--- config.mk ---
export PLATFORM = sky130hd
export DESIGN_NAME = regfile_wb_arbiter_flat
export DESIGN_NICKNAME = d
export VERILOG_FILES = /design/src/rtl/regfile_wb_arbiter_if.sv /design/src/rtl/regfile_wb_arbiter.sv /design/src/flat_wrapper.sv
export SDC_FILE = /design/constraint.sdc
export NUM_CORES = 1
export LEC_CHECK = 0
export ABC_CLOCK_PERIOD_IN_PS = 1800
export CAP_MARGIN = 20
export CORE_MARGIN = 10
export CORE_UTILIZATION = 40
export CTS_CLUSTER_DIAMETER = 100
export DETAILED_ROUTE_END_ITERATION = 7
export PLACE_DENSITY = 0.86
export SYNTH_ARGS = -nofsm -noshare
export SYNTH_HDL_FRONTEND = slang
export SYNTH_SLANG_ARGS = --single-unit
--- constraint.sdc ---
create_clock -name clk -period 1.8 [get_ports clk]
set_input_delay 0.36 -clock clk [delete_from_list [all_inputs] [get_ports clk]]
set_output_delay 0.36 -clock clk [all_outputs]
set_load 0.02 [all_outputs]
--- src/rtl/regfile_wb_arbiter_if.sv ---
// Bus bundle between the two writeback requesters and the register-file write arbiter.
// The master modport is the requester side. The slave modport is the arbiter side.
interface regfile_wb_arbiter_if;
    logic        req0_valid;
    logic        req0_ready;
    logic [4:0]  req0_addr;
    logic [31:0] req0_data;

    logic        req1_valid;
    logic        req1_ready;
    logic [4:0]  req1_addr;
    logic [31:0] req1_data;

    logic        rf_we;
    logic [4:0]  rf_waddr;
    logic [31:0] rf_wdata;
    logic        init_done;
    logic        grant_id;

    modport master (
        output req0_valid, req0_addr, req0_data,
        output req1_valid, req1_addr, req1_data,
        input  req0_ready, req1_ready,
        input  rf_we, rf_waddr, rf_wdata, init_done, grant_id
    );

    modport slave (
        input  req0_valid, req0_addr, req0_data,
        input  req1_valid, req1_addr, req1_data,
        output req0_ready, req1_ready,
        output rf_we, rf_waddr, rf_wdata, init_done, grant_id
    );
endinterface

--- src/rtl/regfile_wb_arbiter.sv ---
// Register-file writeback arbiter: zero-sweeps x1..x31 after reset, then grants one of two requesters per cycle.
// Define WB_ARB_ROUND_ROBIN_EN for round-robin contention; otherwise requester 0 has fixed priority.
module regfile_wb_arbiter (
    input  logic                  clk,
    input  logic                  rst,
    regfile_wb_arbiter_if.slave   bus
);
    typedef enum logic {
        INIT = 1'b0,
        ARB  = 1'b1
    } state_t;

    state_t      state_reg, state_next;
    logic [4:0]  count_reg, count_next;
    logic        rf_we_reg, rf_we_next;
    logic [4:0]  rf_waddr_reg, rf_waddr_next;
    logic [31:0] rf_wdata_reg, rf_wdata_next;
    logic        init_done_reg, init_done_next;
    logic        grant_id_reg, grant_id_next;

    logic [1:0]  valid_vec;
    logic [1:0]  ready_vec;
    logic [4:0]  addr_vec [2];
    logic [31:0] data_vec [2];
    logic        grant_sel;
    logic        transfer;

    assign valid_vec   = {bus.req1_valid, bus.req0_valid};
    assign addr_vec[0] = bus.req0_addr;
    assign addr_vec[1] = bus.req1_addr;
    assign data_vec[0] = bus.req0_data;
    assign data_vec[1] = bus.req1_data;

`ifdef WB_ARB_ROUND_ROBIN_EN
    // Pointer names the requester that wins the next contention.
    logic ptr_reg, ptr_next;

    always_ff @(posedge clk or posedge rst) begin
        if (rst) begin
            ptr_reg <= 1'b0;
        end else begin
            ptr_reg <= ptr_next;
        end
    end

    always_comb begin
        ptr_next = ptr_reg;
        if (transfer) begin
            ptr_next = ~grant_sel;
        end
    end

    assign grant_sel = (&valid_vec) ? ptr_reg : valid_vec[1];
`else
    assign grant_sel = ~valid_vec[0] & valid_vec[1];
`endif

    assign transfer = (state_reg == ARB) && (|valid_vec);

    generate
        for (genvar gi = 0; gi < 2; gi++) begin : g_ready
            assign ready_vec[gi] = (state_reg == ARB) && valid_vec[gi] && (grant_sel == 1'(gi));
        end
    endgenerate

    always_ff @(posedge clk or posedge rst) begin
        if (rst) begin
            state_reg     <= INIT;
            count_reg     <= 5'd1;
            rf_we_reg     <= 1'b0;
            rf_waddr_reg  <= 5'd0;
            rf_wdata_reg  <= 32'd0;
            init_done_reg <= 1'b0;
            grant_id_reg  <= 1'b0;
        end else begin
            state_reg     <= state_next;
            count_reg     <= count_next;
            rf_we_reg     <= rf_we_next;
            rf_waddr_reg  <= rf_waddr_next;
            rf_wdata_reg  <= rf_wdata_next;
            init_done_reg <= init_done_next;
            grant_id_reg  <= grant_id_next;
        end
    end

    always_comb begin
        state_next     = state_reg;
        count_next     = count_reg;
        rf_we_next     = 1'b0;
        rf_waddr_next  = rf_waddr_reg;
        rf_wdata_next  = rf_wdata_reg;
        init_done_next = init_done_reg;
        grant_id_next  = grant_id_reg;
        case (state_reg)
            INIT: begin
                rf_we_next    = 1'b1;
                rf_waddr_next = count_reg;
                rf_wdata_next = 32'd0;
                count_next    = count_reg + 5'd1;
                if (count_reg == 5'd31) begin
                    state_next     = ARB;
                    init_done_next = 1'b1;
                end
            end
            ARB: begin
                if (transfer) begin
                    // x0 is hardwired zero: accept the request but suppress the write strobe.
                    rf_we_next    = (addr_vec[grant_sel] != 5'd0);
                    rf_waddr_next = addr_vec[grant_sel];
                    rf_wdata_next = data_vec[grant_sel];
                    grant_id_next = grant_sel;
                end
            end
            default: begin
                state_next = INIT;
            end
        endcase
    end

    assign bus.req0_ready = ready_vec[0];
    assign bus.req1_ready = ready_vec[1];
    assign bus.rf_we      = rf_we_reg;
    assign bus.rf_waddr   = rf_waddr_reg;
    assign bus.rf_wdata   = rf_wdata_reg;
    assign bus.init_done  = init_done_reg;
    assign bus.grant_id   = grant_id_reg;
endmodule

--- src/flat_wrapper.sv ---
// flat-port wrapper written by rule: the top's interface ports become plain ports
module regfile_wb_arbiter_flat 
  (clk, rst, bus_req0_valid, bus_req0_addr, bus_req0_data, bus_req1_valid, bus_req1_addr, bus_req1_data, bus_req0_ready, bus_req1_ready, bus_rf_we, bus_rf_waddr, bus_rf_wdata, bus_init_done, bus_grant_id);
  regfile_wb_arbiter_if bus_i ();
  input  logic clk;
  input  logic rst;
  input wire logic [$bits(bus_i.req0_valid)-1:0] bus_req0_valid;
  input wire logic [$bits(bus_i.req0_addr)-1:0] bus_req0_addr;
  input wire logic [$bits(bus_i.req0_data)-1:0] bus_req0_data;
  input wire logic [$bits(bus_i.req1_valid)-1:0] bus_req1_valid;
  input wire logic [$bits(bus_i.req1_addr)-1:0] bus_req1_addr;
  input wire logic [$bits(bus_i.req1_data)-1:0] bus_req1_data;
  output wire logic [$bits(bus_i.req0_ready)-1:0] bus_req0_ready;
  output wire logic [$bits(bus_i.req1_ready)-1:0] bus_req1_ready;
  output wire logic [$bits(bus_i.rf_we)-1:0] bus_rf_we;
  output wire logic [$bits(bus_i.rf_waddr)-1:0] bus_rf_waddr;
  output wire logic [$bits(bus_i.rf_wdata)-1:0] bus_rf_wdata;
  output wire logic [$bits(bus_i.init_done)-1:0] bus_init_done;
  output wire logic [$bits(bus_i.grant_id)-1:0] bus_grant_id;
  assign bus_i.req0_valid = bus_req0_valid;
  assign bus_i.req0_addr = bus_req0_addr;
  assign bus_i.req0_data = bus_req0_data;
  assign bus_i.req1_valid = bus_req1_valid;
  assign bus_i.req1_addr = bus_req1_addr;
  assign bus_i.req1_data = bus_req1_data;
  assign bus_req0_ready = bus_i.req0_ready;
  assign bus_req1_ready = bus_i.req1_ready;
  assign bus_rf_we = bus_i.rf_we;
  assign bus_rf_waddr = bus_i.rf_waddr;
  assign bus_rf_wdata = bus_i.rf_wdata;
  assign bus_init_done = bus_i.init_done;
  assign bus_grant_id = bus_i.grant_id;
  regfile_wb_arbiter u_core (.clk(clk), .rst(rst), .bus(bus_i));
endmodule
==> Word level (Yosys, flattened, before mapping) <==
Index checks and enable logic that the tools add are counted.
{ "word_totals": {"out_inout_bits": 42, "mem_bits_rw": 0, "in_bits": 78, "n_memories": 0, "mem_bits_ro": 0, "latchBits": 0, "elab_cells": 39, "register_bits": 46} }
{ "classes": {"n_div": 0, "shifts": 0, "eq_ne": 2, "n_addsub": 1, "order_cmp": 1, "reduce_logical": 9, "n_bitwise": 5, "n_mux": 14, "mul": 0} }
{ "ops": {"columns": ["cell", "n"], "rows": [
  ["$mux W32", 4],
  ["$pmux W32 S2", 1],
  ["$mux W5", 4],
  ["$pmux W5 S2", 1],
  ["$add A5 B1 Y5 const B", 1],
  ["$eq A5 B5 Y1 const B", 1],
  ["$logic_and A1 B1 Y1", 5],
  ["$reduce_bool A5 Y1", 1],
  ["$reduce_and A2 Y1", 2],
  ["$mux W1", 3],
  ["$not A1 Y1", 3],
  ["$ge A2 B2 Y1 const B", 1],
  ["$ne A2 B2 Y1 const B", 1],
  ["$not A1 Y2", 1],
  ["$pmux W1 S2", 1],
  ["$reduce_or A2 Y1", 1],
  ["$and A1 B1 Y1", 1]
]} }

==> Logic depth before layout (Yosys ltp) <==
{ "depth": {"ltp_word": 9, "depth_mapped": 5, "depth_no_buf": 4} }

==> Worst setup path before layout <==
No wires, ideal clock.
{ "synth_path": {"kind": "register to register", "startpoint": "register u_core.count_reg[0]", "endpoint": "register u_core.count_reg[4]", "synth_period_minus_slack_ns": 1.416, "required_ns": 1.675, "arrival_ns": 1.292, "setup_time_ns": 0.125, "stages_incl_launch_ff": 5, "path_buffers": 0, "slack_ns": 0.384, "path_cell_list": "dfstp_2 -> ha_1 -> and3_1 -> ha_1 -> mux2_2"} }
{ "synth_via": {"elab_chain_len": 1} }
{ "synth_rtl": {"columns": ["element", "line_no", "source"], "rows": [
  ["from (decl)", "regfile_wb_arbiter.sv:14", "logic [4:0] count_reg, count_next;"],
  ["from (signal assigned)", "regfile_wb_arbiter.sv:77", "count_reg <= count_next;"],
  ["$add A5 B1 Y5", "regfile_wb_arbiter.sv:99", "count_next = count_reg + 5'd1;"]
]} }
No other way between the ends.
A chain may end at the register's enable or synchronous reset.

==> Worst setup path in the final report <==
{ "layout_path": {"startpoint": "register u_core.rf_wdata_reg[24], in the netlist u_core.bus.rf_wdata[24]", "endpoint": "output bus_rf_wdata[24]"} }
{ "layout_rtl": {"columns": ["element", "line_no", "source"], "rows": [
  ["from (decl)", "regfile_wb_arbiter.sv:17", "logic [31:0] rf_wdata_reg, rf_wdata_next;"],
  ["from (signal assigned)", "regfile_wb_arbiter.sv:80", "rf_wdata_reg <= rf_wdata_next;"],
  ["to (decl)", "flat_wrapper.sv:17", "output wire logic [$bits(bus_i.rf_wdata)-1:0] bus_rf_wdata;"]
]} }
No word-level cell between the ends.

==> results.json <==
{
  "timing.rr.end": "u_core.count_reg[4]",
  "avgSynthCellArea_um2": 10.2,
  "path_cells": "clkdlybuf4s50_1",
  "sequentialPowerShare_pct": 45.4,
  "setup_tns_ns": 0,
  "dpl.hpwl_mm": 5.63,
  "start_util_pct": 41.1,
  "core_area_um2": 5890,
  "regArea_um2": 1150,
  "multiInputGateArea_um2": 1120,
  "grt_max_degree": 42,
  "synth-edff-count": 0,
  "r2r_slack_ns": 0.31,
  "p_total_uw": 2530,
  "yosysTopAreaCell": "dfrtp_1",
  "area_delta_synth_final_pct": 54.0,
  "worstPathBufferInverterCount": 1,
  "place_inst": 425,
  "clockPowerShare_pct": 25.6,
  "cp_slowest_cell": "clkdlybuf4s50_1",
  "r2r_start": "u_core.count_reg[0]",
  "dieArea_um2": 9550,
  "die_w_um": 97.7,
  "filler_cell_count": 509,
  "via_per_inst": 4.85,
  "cts_buffers": 5,
  "fin_crit_sh_pct": 91.5,
  "rsz0062_at_grt": "false",
  "yosysWarningCount": 0,
  "timing.fmax_mhz": 607,
  "vias": 2099,
  "setup_viol": 0,
  "synth-async-reset-ratio_pct": 100,
  "drv_cap": 0,
  "first_pass_iters": 4,
  "yosysUniqueCellTypes": 29,
  "clock_latency_ns": 0.29,
  "routed_wl_mm": 7.40,
  "syn_nets": 318,
  "synth_cells": 238,
  "post-route-util_pct": 63.2,
  "power.switching_uw": 686,
  "placed_area_um2": 3640,
  "drtIter0Drc": 71,
  "status": "finished, final reports clean",
  "ctsRootBufferMaster": "clkbuf_8",
  "criticalPathCategory": "flip-flop to output pin",
  "routabilityCongestion": 0.771,
  "drive_above_1_share_pct": 16.5,
  "worstPathMaxFanout": 2,
  "pwr-share-comb_pct": 29.0,
  "antenna_found_initial": 0,
  "ys_seq_area_share_pct": 47.7,
  "synth.most_common_cell": "nand2_1",
  "synthTopCellsByCount": "nand2_1 (65), dfrtp_1 (45), a21oi_1 (31)",
  "htree_levels": 2,
  "ys.flop_type": "dfrtp_1",
  "netlist_top_cells_area": "dfrtp_1 (47%), mux2_2 (10%), nand2_1 (10%)",
  "synth_seq_cells": 46,
  "die_h_um": 97.7,
  "r2r_cells": 4,
  "swShare_pct": 27.1,
  "crit_path_end_kind": "output pin",
  "hold_class": "primary input to asynchronous set/reset pin",
  "power.density_nw_per_um2": 680,
  "ant_nets": 0,
  "grt_first_pass_wirelength_mm": 12.1,
  "portBuffers": 119,
  "ir_drop_mv": 0.388,
  "nets": 437,
  "largest_reg_flops": 32,
  "max_stage_delay_ns": 0.62,
  "worst-slew-pin-transition_ns": 0.459,
  "rows": 28,
  "netlist_area_um2": 2420,
  "layout_min_cycle_time_ns": 1.65,
  "synth_top_area_share_pct": 46.6,
  "cts_tree": "yes",
  "grt-ovfl-total": 0,
  "crit_path_start_kind": "flip-flop",
  "stdcell_area_um2": 3720,
  "fin_skew_ns": 0.00429,
  "slew_viol_final": 0,
  "crit_required_ns": 1.44,
  "post_drt_wl_per_cell_um": 17.1,
  "intPower_uw": 1850,
  "clk_path_buf_depth": 2,
  "drc": 0,
  "grt_pass1_vias": 2249,
  "arrival_ns": 1.29,
  "fin_cells": 433,
  "io_pins": 120,
  "cp_top_family": "buffers and inverters",
  "leakage_uw": 0.00160,
  "grtUsageTotal_pct": 15.2,
  "hold_violations": 0,
  "slew-limit-headroom_pct": 69.4,
  "antenna_cells": 0,
  "cts.clk_slew.worst_paths_ns": 0.08,
  "cts.sinks": 46,
  "post_cts_buffers": 0
}
-- power by group through the flow --
| stage | Clock [uW] | Sequential [uW] | Combinational (uW) |
|---|---|---|---|
| after floorplan | 0 | 1270 | 257 |
| after global placement | 0 | 1170 | 732 |
| after detailed placement | 0 | 1170 | 741 |
| after CTS | 678 | 1150 | 744 |
| after global routing | 717 | 1160 | 788 |
| final | 649 | 1150 | 733 |
-- how the worst max path moves through the flow --
stage	depth (start not counted)	slack [ns]	startpoint	to
after detailed placement	4	-0.27	bus_req0_valid	bus_req1_ready
final	1	0.15	u_core.bus.rf_wdata[24]	bus_rf_wdata[24]
after global placement	4	-0.27	bus_req0_valid	bus_req1_ready
after global routing	1	0.08	u_core.bus.rf_wdata[24]	bus_rf_wdata[24]
after floorplan	1	0.35	rst	u_core.bus.grant_id
after CTS	4	0.002	bus_req0_valid	bus_req1_ready
-- metal layers --
metal	GRT usage (%)	up-vias	share of wire, %
li1	-	1047	-
met1	17.5	985	42
met2	26.8	63	52
met3	5.29	4	6.1
met4	2.80	0	0.39
met5	0	-	0
-- cell usage in the layout (no fill, tap or decap) --
cell / n
clkdlybuf4s50_1: 116
o21ai_0: 5
nor3_1: 2
a21oi_2: 2
nand2_1: 65
inv_1: 1
nor4_2: 1
o2bb2ai_1: 5
nor2_1: 3
a21o_1: 1
buf_4: 11
a211oi_1: 6
mux2_1: 2
or4b_1: 1
dfstp_2: 1
nor2b_1: 5
and3_1: 2
inv_2: 2
nand2b_1: 1
mux2_2: 22
or2_2: 1
clkbuf_8: 6
ha_1: 2
mux2_4: 10
clkbuf_1: 2
clkbuf_2: 2
buf_2: 1
nand4_1: 1
dfrtp_1: 45
xnor2_1: 3
a21oi_1: 31
-- per-stage QoR --
stage	hold slack [ns]	setup slack [ns]
2_1_floorplan	0.461	0.354
3_3_place_gp	0.446	-0.270
3_5_place_dp	0.444	-0.267
4_1_cts	0.425	0.00224
5_1_grt	0.439	0.0836
6_report	0.430	0.153
-- cell families (layout without fill, tap and decap cells) --
family | after synthesis | after routing | share of synthesized area, %
simple gates | 82 | 82 | 14.5
compound gates | 50 | 50 | 12.2
fa+ha+maj | 2 | 2 | 1.04
flops | 46 | 46 | 47.7
buf+inv | 21 | 141 | 6.16
xor+xnor | 3 | 3 | 1.09
mux | 34 | 34 | 17.4
-- repair_timing --
item | in CTS | in global routing
resized for setup | 2 | 4
hold buffers | 0 | 0
endpoints found under the setup margin | 2 | 2
cloned | 0 | 0
-- final cells by class --
cell class | instances | share of cell area [%]
flip-flops and latches | 46 | 31.0
clock buffers | 8 | 2.42
repair buffers | 130 | 33.8
multi-input cells | 171 | 30.0
inverters | 3 | 0.303
well taps | 75 | 2.52
(Power assumes the default switching activity.)
